==> config.mk <==
export PLATFORM = sky130hd
export DESIGN_NAME = pdu_cmd_ctrl
export DESIGN_NICKNAME = d
export VERILOG_FILES = /design/src/rtl/pdu_pkg.sv /design/src/rtl/pdu_cmd_ctrl_hex_codec.sv /design/src/rtl/pdu_cmd_ctrl.sv
export SDC_FILE = /design/constraint.sdc
export NUM_CORES = 1
export LEC_CHECK = 0
export BUFFER_PORTS_ARGS = -buffer_cell sky130_fd_sc_hd__buf_2
export CELL_PAD_IN_SITES_DETAIL_PLACEMENT = 1
export CELL_PAD_IN_SITES_GLOBAL_PLACEMENT = 2
export CORE_UTILIZATION = 35
export DETAILED_ROUTE_END_ITERATION = 16
export GPL_TIMING_DRIVEN = 1
export PLACE_DENSITY = 0.89
export SYNTH_ARGS = -nofsm -noshare
export SYNTH_HDL_FRONTEND = slang
export SYNTH_SLANG_ARGS = --single-unit
==> constraint.sdc <==
create_clock -name clk -period 2.4 [get_ports clk]
set_input_delay 0.36 -clock clk [delete_from_list [all_inputs] [get_ports clk]]
set_output_delay 0.36 -clock clk [all_outputs]
set_load 0.05 [all_outputs]
==> src/rtl/pdu_pkg.sv <==
// Shared constants for the PDU debug command controller: ASCII codes,
// 4-bit state encoding and the "no breakpoint" value.
package pdu_pkg;

  localparam logic [31:0] BP_NONE = 32'hFFFF_FFFF;

  localparam logic [7:0] CH_B    = 8'h42;
  localparam logic [7:0] CH_C    = 8'h43;
  localparam logic [7:0] CH_R    = 8'h52;
  localparam logic [7:0] CH_P    = 8'h50;
  localparam logic [7:0] CH_S    = 8'h53;
  localparam logic [7:0] CH_K    = 8'h4B;
  localparam logic [7:0] CH_ERR  = 8'h3F;
  localparam logic [7:0] CH_STOP = 8'h21;
  localparam logic [7:0] CH_EQ   = 8'h3D;
  localparam logic [7:0] CH_LF   = 8'h0A;
  localparam logic [7:0] CH_CR   = 8'h0D;
  localparam logic [7:0] CH_SP   = 8'h20;

  localparam logic [3:0] S_IDLE    = 4'd0;
  localparam logic [3:0] S_BP_ADDR = 4'd1;
  localparam logic [3:0] S_TX_ACK  = 4'd2;
  localparam logic [3:0] S_TX_ERR  = 4'd3;
  localparam logic [3:0] S_TX_HEX  = 4'd4;
  localparam logic [3:0] S_TX_NL   = 4'd5;

  typedef enum logic [3:0] {
    ST_IDLE    = S_IDLE,
    ST_BP_ADDR = S_BP_ADDR,
    ST_TX_ACK  = S_TX_ACK,
    ST_TX_ERR  = S_TX_ERR,
    ST_TX_HEX  = S_TX_HEX,
    ST_TX_NL   = S_TX_NL
  } state_t;

  // Commands are case-insensitive; fold 'a'..'z' onto 'A'..'Z'.
  function automatic logic [7:0] to_upper(input logic [7:0] c);
    return ((c >= 8'h61) && (c <= 8'h7A)) ? (c & 8'hDF) : c;
  endfunction

endpackage

==> src/rtl/pdu_cmd_ctrl_hex_codec.sv <==
// Combinational hex codec: ASCII hex digit -> nibble (with valid flag) and
// nibble -> uppercase ASCII hex digit.
module pdu_hex_codec (
  input  logic [7:0] asc_in,
  output logic [3:0] nib_out,
  output logic       nib_valid,
  input  logic [3:0] nib_in,
  output logic [7:0] asc_out
);

  always_comb begin
    nib_out   = 4'h0;
    nib_valid = 1'b0;
    if ((asc_in >= 8'h30) && (asc_in <= 8'h39)) begin
      nib_out   = asc_in[3:0];
      nib_valid = 1'b1;
    end else if (((asc_in >= 8'h41) && (asc_in <= 8'h46)) ||
                 ((asc_in >= 8'h61) && (asc_in <= 8'h66))) begin
      // 'A'/'a' have low nibble 1, so +9 lands on 10.
      nib_out   = asc_in[3:0] + 4'd9;
      nib_valid = 1'b1;
    end
  end

  always_comb begin
    if (nib_in < 4'd10) asc_out = {4'h3, nib_in};
    else                asc_out = 8'h37 + {4'h0, nib_in};
  end

endmodule

==> src/rtl/pdu_cmd_ctrl.sv <==
// Debug command controller: parses UART command bytes, drives the pipeline
// breakpoint/run inputs and reports stops. `define PDU_STEP_EN adds single-step.
module pdu_cmd_ctrl
  import pdu_pkg::*;
#(
  parameter logic [31:0] BP_RESET   = BP_NONE,
  parameter int          HEX_DIGITS = 8
) (
  input  logic        clk,
  input  logic        rstn,
  input  logic [7:0]  rx_data,
  input  logic        rx_valid,
  output logic        rx_ready,
  output logic [7:0]  tx_data,
  output logic        tx_valid,
  input  logic        tx_ready,
  input  logic        cpu_stop,
  input  logic [31:0] stop_pc,
  output logic [31:0] pdu_breakpoint,
  output logic        pdu_run,
  output logic        cmd_err
);

  // Handshakes: a byte moves on a rising clk edge where valid & ready are both
  // high; tx_data/tx_valid are pure functions of registered state, so a byte
  // offered stays unchanged until the transmitter takes it.

  localparam int CW = $clog2(HEX_DIGITS + 1);

  state_t        state, state_d;
  logic [CW-1:0] cnt, cnt_d;
  logic [31:0]   shift, shift_d;
  logic [31:0]   bp_user, bp_d;
  logic [31:0]   pc_sh, pc_d;
  logic [7:0]    lead, lead_d;
  logic          stop_q1, stop_q2, stop_edge;
  logic          stop_pend, pend_d;
  logic          run_d;
  logic          live;
  logic [7:0]    cmd;
  logic [3:0]    rx_nib;
  logic          rx_nib_ok;
  logic [7:0]    hex_asc;

`ifdef PDU_STEP_EN
  logic          step_active, step_d;
  logic [31:0]   step_bp, step_bp_d;
  assign pdu_breakpoint = step_active ? step_bp : bp_user;
`else
  assign pdu_breakpoint = bp_user;
`endif

  assign stop_edge = stop_q1 & ~stop_q2;
  assign cmd       = to_upper(rx_data);

  pdu_hex_codec u_codec (
    .asc_in    (rx_data),
    .nib_out   (rx_nib),
    .nib_valid (rx_nib_ok),
    .nib_in    (pc_sh[31:28]),
    .asc_out   (hex_asc)
  );

  always_comb begin
    state_d  = state;
    cnt_d    = cnt;
    shift_d  = shift;
    bp_d     = bp_user;
    pc_d     = pc_sh;
    lead_d   = lead;
    pend_d   = stop_pend | stop_edge;
    run_d    = 1'b0;
    rx_ready = 1'b0;
    tx_valid = 1'b0;
    tx_data  = 8'h00;
`ifdef PDU_STEP_EN
    step_d    = step_active & ~stop_edge;
    step_bp_d = step_bp;
`endif
    case (state)
      ST_IDLE: begin
        if (stop_edge || stop_pend) begin
          // A stop report outranks any waiting command byte.
          pend_d  = 1'b0;
          pc_d    = stop_pc;
          lead_d  = CH_STOP;
          cnt_d   = '0;
          state_d = ST_TX_HEX;
        end else if (live) begin
          rx_ready = 1'b1;
          if (rx_valid) begin
            case (cmd)
              CH_B: begin
                cnt_d   = '0;
                shift_d = '0;
                state_d = ST_BP_ADDR;
              end
              CH_C: begin
                bp_d    = BP_RESET;
                state_d = ST_TX_ACK;
              end
              CH_R: begin
                if (cpu_stop) begin
                  run_d   = 1'b1;
                  state_d = ST_TX_ACK;
                end else begin
                  state_d = ST_TX_ERR;
                end
              end
              CH_P: begin
                pc_d    = stop_pc;
                lead_d  = CH_EQ;
                cnt_d   = '0;
                state_d = ST_TX_HEX;
              end
`ifdef PDU_STEP_EN
              CH_S: begin
                if (cpu_stop) begin
                  step_d    = 1'b1;
                  step_bp_d = stop_pc + 32'd4;
                  run_d     = 1'b1;
                  state_d   = ST_TX_ACK;
                end else begin
                  state_d = ST_TX_ERR;
                end
              end
`endif
              CH_CR, CH_LF, CH_SP: begin
                state_d = ST_IDLE;
              end
              default: state_d = ST_TX_ERR;
            endcase
          end
        end
      end
      ST_BP_ADDR: begin
        rx_ready = 1'b1;
        if (rx_valid) begin
          if (!rx_nib_ok) begin
            state_d = ST_TX_ERR;
          end else if (cnt == CW'(HEX_DIGITS - 1)) begin
            bp_d    = {shift[27:0], rx_nib};
            state_d = ST_TX_ACK;
          end else begin
            shift_d = {shift[27:0], rx_nib};
            cnt_d   = cnt + 1'b1;
          end
        end
      end
      ST_TX_ACK: begin
        tx_valid = 1'b1;
        tx_data  = CH_K;
        if (tx_ready) state_d = ST_TX_NL;
      end
      ST_TX_ERR: begin
        tx_valid = 1'b1;
        tx_data  = CH_ERR;
        if (tx_ready) state_d = ST_TX_NL;
      end
      ST_TX_HEX: begin
        // cnt==0 is the lead character; digits then shift out of pc_sh MSB first.
        tx_valid = 1'b1;
        tx_data  = (cnt == '0) ? lead : hex_asc;
        if (tx_ready) begin
          if (cnt == '0) begin
            cnt_d = cnt + 1'b1;
          end else begin
            pc_d = {pc_sh[27:0], 4'h0};
            if (cnt == CW'(HEX_DIGITS)) state_d = ST_TX_NL;
            else                        cnt_d   = cnt + 1'b1;
          end
        end
      end
      ST_TX_NL: begin
        tx_valid = 1'b1;
        tx_data  = CH_LF;
        if (tx_ready) state_d = ST_IDLE;
      end
      default: state_d = ST_IDLE;
    endcase
  end

  always_ff @(posedge clk or negedge rstn) begin
    if (!rstn) begin
      state     <= ST_IDLE;
      cnt       <= '0;
      shift     <= '0;
      bp_user   <= BP_RESET;
      pc_sh     <= '0;
      lead      <= 8'h00;
      stop_q1   <= 1'b0;
      stop_q2   <= 1'b0;
      stop_pend <= 1'b0;
      pdu_run   <= 1'b0;
      cmd_err   <= 1'b0;
      live      <= 1'b0;
    end else begin
      state     <= state_d;
      cnt       <= cnt_d;
      shift     <= shift_d;
      bp_user   <= bp_d;
      pc_sh     <= pc_d;
      lead      <= lead_d;
      stop_q1   <= cpu_stop;
      stop_q2   <= stop_q1;
      stop_pend <= pend_d;
      pdu_run   <= run_d;
      cmd_err   <= (state_d == ST_TX_ERR) && (state != ST_TX_ERR);
      live      <= 1'b1;
    end
  end

`ifdef PDU_STEP_EN
  always_ff @(posedge clk or negedge rstn) begin
    if (!rstn) begin
      step_active <= 1'b0;
      step_bp     <= BP_RESET;
    end else begin
      step_active <= step_d;
      step_bp     <= step_bp_d;
    end
  end
`endif

endmodule

**Word level (Yosys, flattened, before mapping)**

Index checks and enable logic that the tools add are counted.

- Add/subtract/negate cells: 3
- $lt $le $gt $ge: 8
- Eq/ne operators: 32
- Mux-type cells: 72
- Bitwise operators: 3
- Reductions and logical operators: 24

Operators by type and width:

| kind | number |
|---|---|
| $mux W32 | 13 |
| $mux W28 | 7 |
| $pmux W32 S2 | 2 |
| $mux W4 | 23 |
| $pmux W28 S2 | 1 |
| $mux W8 | 6 |
| $eq A8 B7 Y1 const B | 4 |
| $pmux W8 S4 | 1 |
| $le A8 B7 Y1 const B | 3 |
| $pmux W4 S5 | 1 |
| $ne A2 B2 Y1 const B | 9 |
| $eq A8 B4 Y1 const B | 2 |
| $ge A8 B7 Y1 const B | 2 |
| $reduce_and A8 Y1 | 2 |
| $pmux W3 S5 | 1 |
| $mux W1 | 14 |
| $eq A4 B2 Y1 const B | 3 |
| $eq A4 B3 Y1 const B | 3 |
| $ne A3 B3 Y1 const B | 4 |
| $pmux W4 S3 | 1 |
| $reduce_bool A2 Y1 | 5 |
| $reduce_and A9 Y1 | 1 |
| $eq A8 B6 Y1 const B | 1 |
| $ge A8 B6 Y1 const B | 1 |
| 24 further kinds | 32 |

- Flip-flop bits (word level): 114
- Bits of input ports: 45
- Logic and storage cells: 154

**Depth between registers and ports, before layout**

- Depth in word-level cells: 12
- Depth in mapped cells: 9

**Hierarchy**

Synthesis repeated with hierarchy kept, for this count alone.

- Cell total of the unflattened synthesis: 516
- Area, all modules: 5317.6 µm²

By module, submodules not included:

| module | instances | cells each | area each (µm²) |
|---|---|---|---|
| pdu_cmd_ctrl | 1 | 479 | 5053.6 |
| pdu_hex_codec | 1 | 37 | 264.0 |

**Worst setup path before layout**

Ideal clock, no wire load.

- Kind: reg2out
- Start point: register state[1]
- End point: output tx_data[2]
- Arrival: 2.778 ns
- Setup slack: -0.738 ns
- Cell stages (with the launch flop): 6
- Path buffers: 2
- Path through: dfrtp_1 clkbuf_1 nor4b_2 clkbuf_1 o21ai_0 o21ai_0

- Word-level cells in the longest chain between the ends: 2
- Elaborated cells on any way between the ends: 5

RTL lines:

| item | line | RTL |
|---|---|---|
| from (decl) | pdu_cmd_ctrl.sv:30 | `state_t state, state_d;` |
| from (signal assigned) | pdu_cmd_ctrl.sv:198 | `state <= state_d;` |
| $eq A4 B3 Y1 or $eq A4 B2 Y1 (tied branches) | pdu_cmd_ctrl.sv:80 | `case (state)` |
| $pmux W8 S4 * | pdu_cmd_ctrl.sv:80 |  |
| to (decl) | pdu_cmd_ctrl.sv:14 | `output logic [7:0] tx_data,` |

Every way passes the cells marked *; elsewhere a longest branch is shown, timed or not.

**Final worst setup path**

- Start point: register cnt[1]
- End point: output tx_data[3]

- Word-level cells in the longest chain between the ends: 3

RTL lines:

| item | line | RTL |
|---|---|---|
| from (decl) | pdu_cmd_ctrl.sv:31 | `logic [CW-1:0] cnt, cnt_d;` |
| from (signal assigned) | pdu_cmd_ctrl.sv:199 | `cnt <= cnt_d;` |
| $logic_not A4 Y1 | pdu_cmd_ctrl.sv:163 | `tx_data = (cnt == '0) ? lead : hex_asc;` |
| $mux W8 | pdu_cmd_ctrl.sv:163 |  |
| $pmux W8 S4 | pdu_cmd_ctrl.sv:80 |  |

Every way passes these cells.

==> reports/qor.csv <==
stage,metric,value,unit
route,drt_pass1_iterations,4,
place,dp_hpwl,10430,um
clock_tree,clockRootBuffer,clkbuf_16,
place,instance_area_at_placement,0.006548,mm2
sta,hold-worst-slack,0.02360,ns
power,clockPowerShare,24.7,%
setup_path,arrival,1.95,ns
route,antenna_left,0,
place,placement.io_buffers,87,
sta,achievable-frequency,432.1,MHz
route,avgRoutedWirePerCell,15.68,um
synth,yosysTopAreaCell,dfrtp_1,
route,remaining_drc_errors,0,
finish,post_route_cells_drive_above_1_share,34.04,%
power,power_leakage,3.141,nW
synth,synth.area.top_cells,"dfrtp_1, dfstp_2, nand2_1",
finish,finalInstanceArea,0.006960,mm2
route,drt-vias-per-instance,4.991,
clock_tree,cts_buffer_depth,2,
route,detailroute.via_count,4587,
synth,yosys.cell_count.top_type,nand2_1,
synth,synth_seq_area_share,49.60,%
place,place_congestion,0.8006,
global_route,number_of_antenna_violations_at_the_first_check_in_global_routing,0,
synth,post_synth_arst_share,100.0,%
sta,final_max_slew_viol_count,0,
flow_run,maxCapViolCount,0,
hold_path,hold_class,in2async,
clock_tree,cts_num_sinks,108,
power,combinationalPowerShare,35.3,%
power,irDropWorstVdd,0.6118,mV
synth,synth_top_cell_area_share,34.40,%
floorplan,floorplan.initialDensity,36.10,%
finish,area_delta_synth_final,25.89,%
global_route,busiest_grt_layer,met2,
finish,layout.nets,756,
setup_path,startpoint_type,register,
synth,synth_top_flop_cell,dfrtp_1,
global_route,grt_first_pass_wirelength,24530,um
outcome,run_status,finished clean,
power,cellPowerDensity,882.5,mW/mm2
power,swShare,36.81,%
sta,worst_pin_slew,0.6364,ns
sta,rsz0062_at_grt,no,
clock_tree,cts_hold_repair.buffers,0,
floorplan,design.portCount,89,
sta,setup_viol,0,
synth,synth-edff-count,0,
route,totalWireLength,14410,um
sta,clock-skew-final,0.007586,ns
global_route,groute.layer.met3.usage,4.174,%
synth,yosys.cell_types.count,62,
floorplan,placeableCoreArea,0.01531,mm2
synth,synthTopCellsByCount,"nand2_1, dfrtp_1, nor2_1, o21ai_0",
synth,postSynthCellCount,586,
setup_path,endpoint_kind,output port,
floorplan,floorplan.rows,45,
global_route,vias_in_the_first_global_route,4976,
finish,antennaDiodeCount,0,
floorplan,die-area,0.01630,mm2
power,power_report.internal_total,3.881,mW
floorplan,die_height,127.7,um
synth,mappedNetlistArea,0.005529,mm2
clock_tree,clock_network_latency_to_the_later_pin_of_the_worst_skew_pair,0.35,ns
route,drt_first_iter_violations,141,
sta,min_period_over_period,96.44,%
sta,max_slew_headroom_at_the_worst_pin,57.57,%
place,placed_cells,899,
global_route,globalRouteOverflowTotal,0,
setup_path,worstSetupPathType,reg2out,
power,pwr-share-seq,40.0,%
power,power.switching,2.261,mW
clock_tree,tritoncts.num_buffers,9,
synth,postSynthAreaPerCell,9.435,um2
sta,hold_viol_final,0,
global_route,grt_start_max_net_pins,65,
sta,final.min_clock_period,2.314,ns
finish,finish.cell_count_without_fillers,919,
synth,synth-seq-cells,108,
floorplan,fp.dieW,127.7,um
global_route,grt_use_total,18.82,%
global_route,grt_use_met2,32.50,%
clock_tree,tritoncts_clock_tree,done,
setup_path,path_max_fanout,4,
clock_tree,cts_max_level,3,
clock_tree,clk_slew_on_worst_s_h_paths,0.07,ns
finish,utilization,45.45,%
global_route,fraction_of_met1_tracks_used_by_global_routing,23.82,%
synth,yosysWarningCount,0,
setup_path,critPathRequiredTime,2.04,ns
metal layers:
metal	wire (um)	share of wire (%)	vias to the layer above
li1	-	-	2248
met1	6552	45	2247
met2	7142	50	77
met3	537	3.7	15
met4	178	1.2	0
met5	0	0	-
sequential cells by signal, indices dropped and copies added, names as in the netlist, 2 cells and up:
signal,count
pc_sh,32
state,4
shift,28
pdu_breakpoint,32
lead,2
cnt,4
layout make-up:
| class | instances | area [um2] |
|---|---|---|
| Tap cell | 211 | 264.0 |
| Clock inverter | 5 | 58.81 |
| Fill cell | 1794 | 8354 |
| Clock buffer | 11 | 242.7 |
| Sequential cell | 108 | 2743 |
| Inverter | 12 | 45.04 |
| Multi-Input combinational cell | 434 | 2686 |
| Timing Repair Buffer | 138 | 920.9 |
metrics by stage:
step	setup WS (ns)	TNS, ns	total power [mW]
5_1_grt	0.003491	0	6.549
3_3_place_gp	0.02116	0	4.361
3_5_place_dp	-0.06561	-1.587	4.479
6_report	0.08551	0	6.143
4_1_cts	0.01022	0	6.094
2_1_floorplan	0.03647	0	3.787
timing repair:
item	CTS	global route
cloned	0	0
gates resized for setup	9	20
endpoints found under the setup margin	7	8
pin swaps	0	5
setup buffers	2	2
worst paths after layout:
| path | slack (ns) | to | depth (start not counted) | from |
|---|---|---|---|---|
| setup / recovery | 0.09 | tx_data[3] | 8 | cnt[1] |
| hold / removal | 0.02 | shift[0] | 1 | rstn |
| setup reg to reg | 0.12 | cnt[3] | 9 | cnt[0] |
| hold reg to reg | 0.40 | stop_q2 | 0 | stop_q1 |
| max in group asynchronous | 1.62 | pdu_breakpoint[24] | 2 | rstn |
| min in group clk | 0.16 | stop_q1 | 1 | cpu_stop |
power groups by stage:
stage	logic (mW)	registers (mW)	clock network, mW
3_3_place_gp	1.91	2.45	0
2_1_floorplan	1.32	2.47	0
4_1_cts	2.09	2.45	1.56
6_report	2.17	2.45	1.52
5_1_grt	2.40	2.51	1.64
3_5_place_dp	2.00	2.48	0
worst max-delay path, cell delays in order, from the launching register on:
cell and delay, ns:
dfrtp_1 0.40, inv_2 0.08, ha_4 0.14, or3b_4 0.41, nor2_2 0.10, nor2_1 0.05
o21ai_1 0.18, a21oi_2 0.09, buf_6 0.16
cells by family after synthesis:
family,Yosys count,synth area share [%]
and+or+nand+nor,240,20.25
AOI/OAI and AO/OA,148,17.83
DFF,108,49.60
buffers and inverters,45,3.937
muxes,34,6.268
adders and majority gates,8,1.810
other,2,0.1358
xor gates and xnor gates,1,0.1584
layout by cell type (no fill, tap or decap), types with 3 or more instances in the layout:
cell	count
nand2_1	107
buf_2	79
a31oi_1	4
ha_1	7
o21ai_0	59
buf_12	6
a211oi_1	4
and3_1	3
dfrtp_1	76
nand2b_1	8
dfstp_2	32
nor2b_1	5
buf_4	50
inv_1	10
mux2i_1	32
nor3b_1	5
o21ai_4	4
and4b_1	3
clkbuf_16	9
a21oi_2	31
nor3_1	8
a21oi_1	10
conb_1	3
nor2_1	72
o21ai_1	8
nand3_1	5
o31ai_1	3
nand3b_1	3
Power figures use the tool's default switching activity.
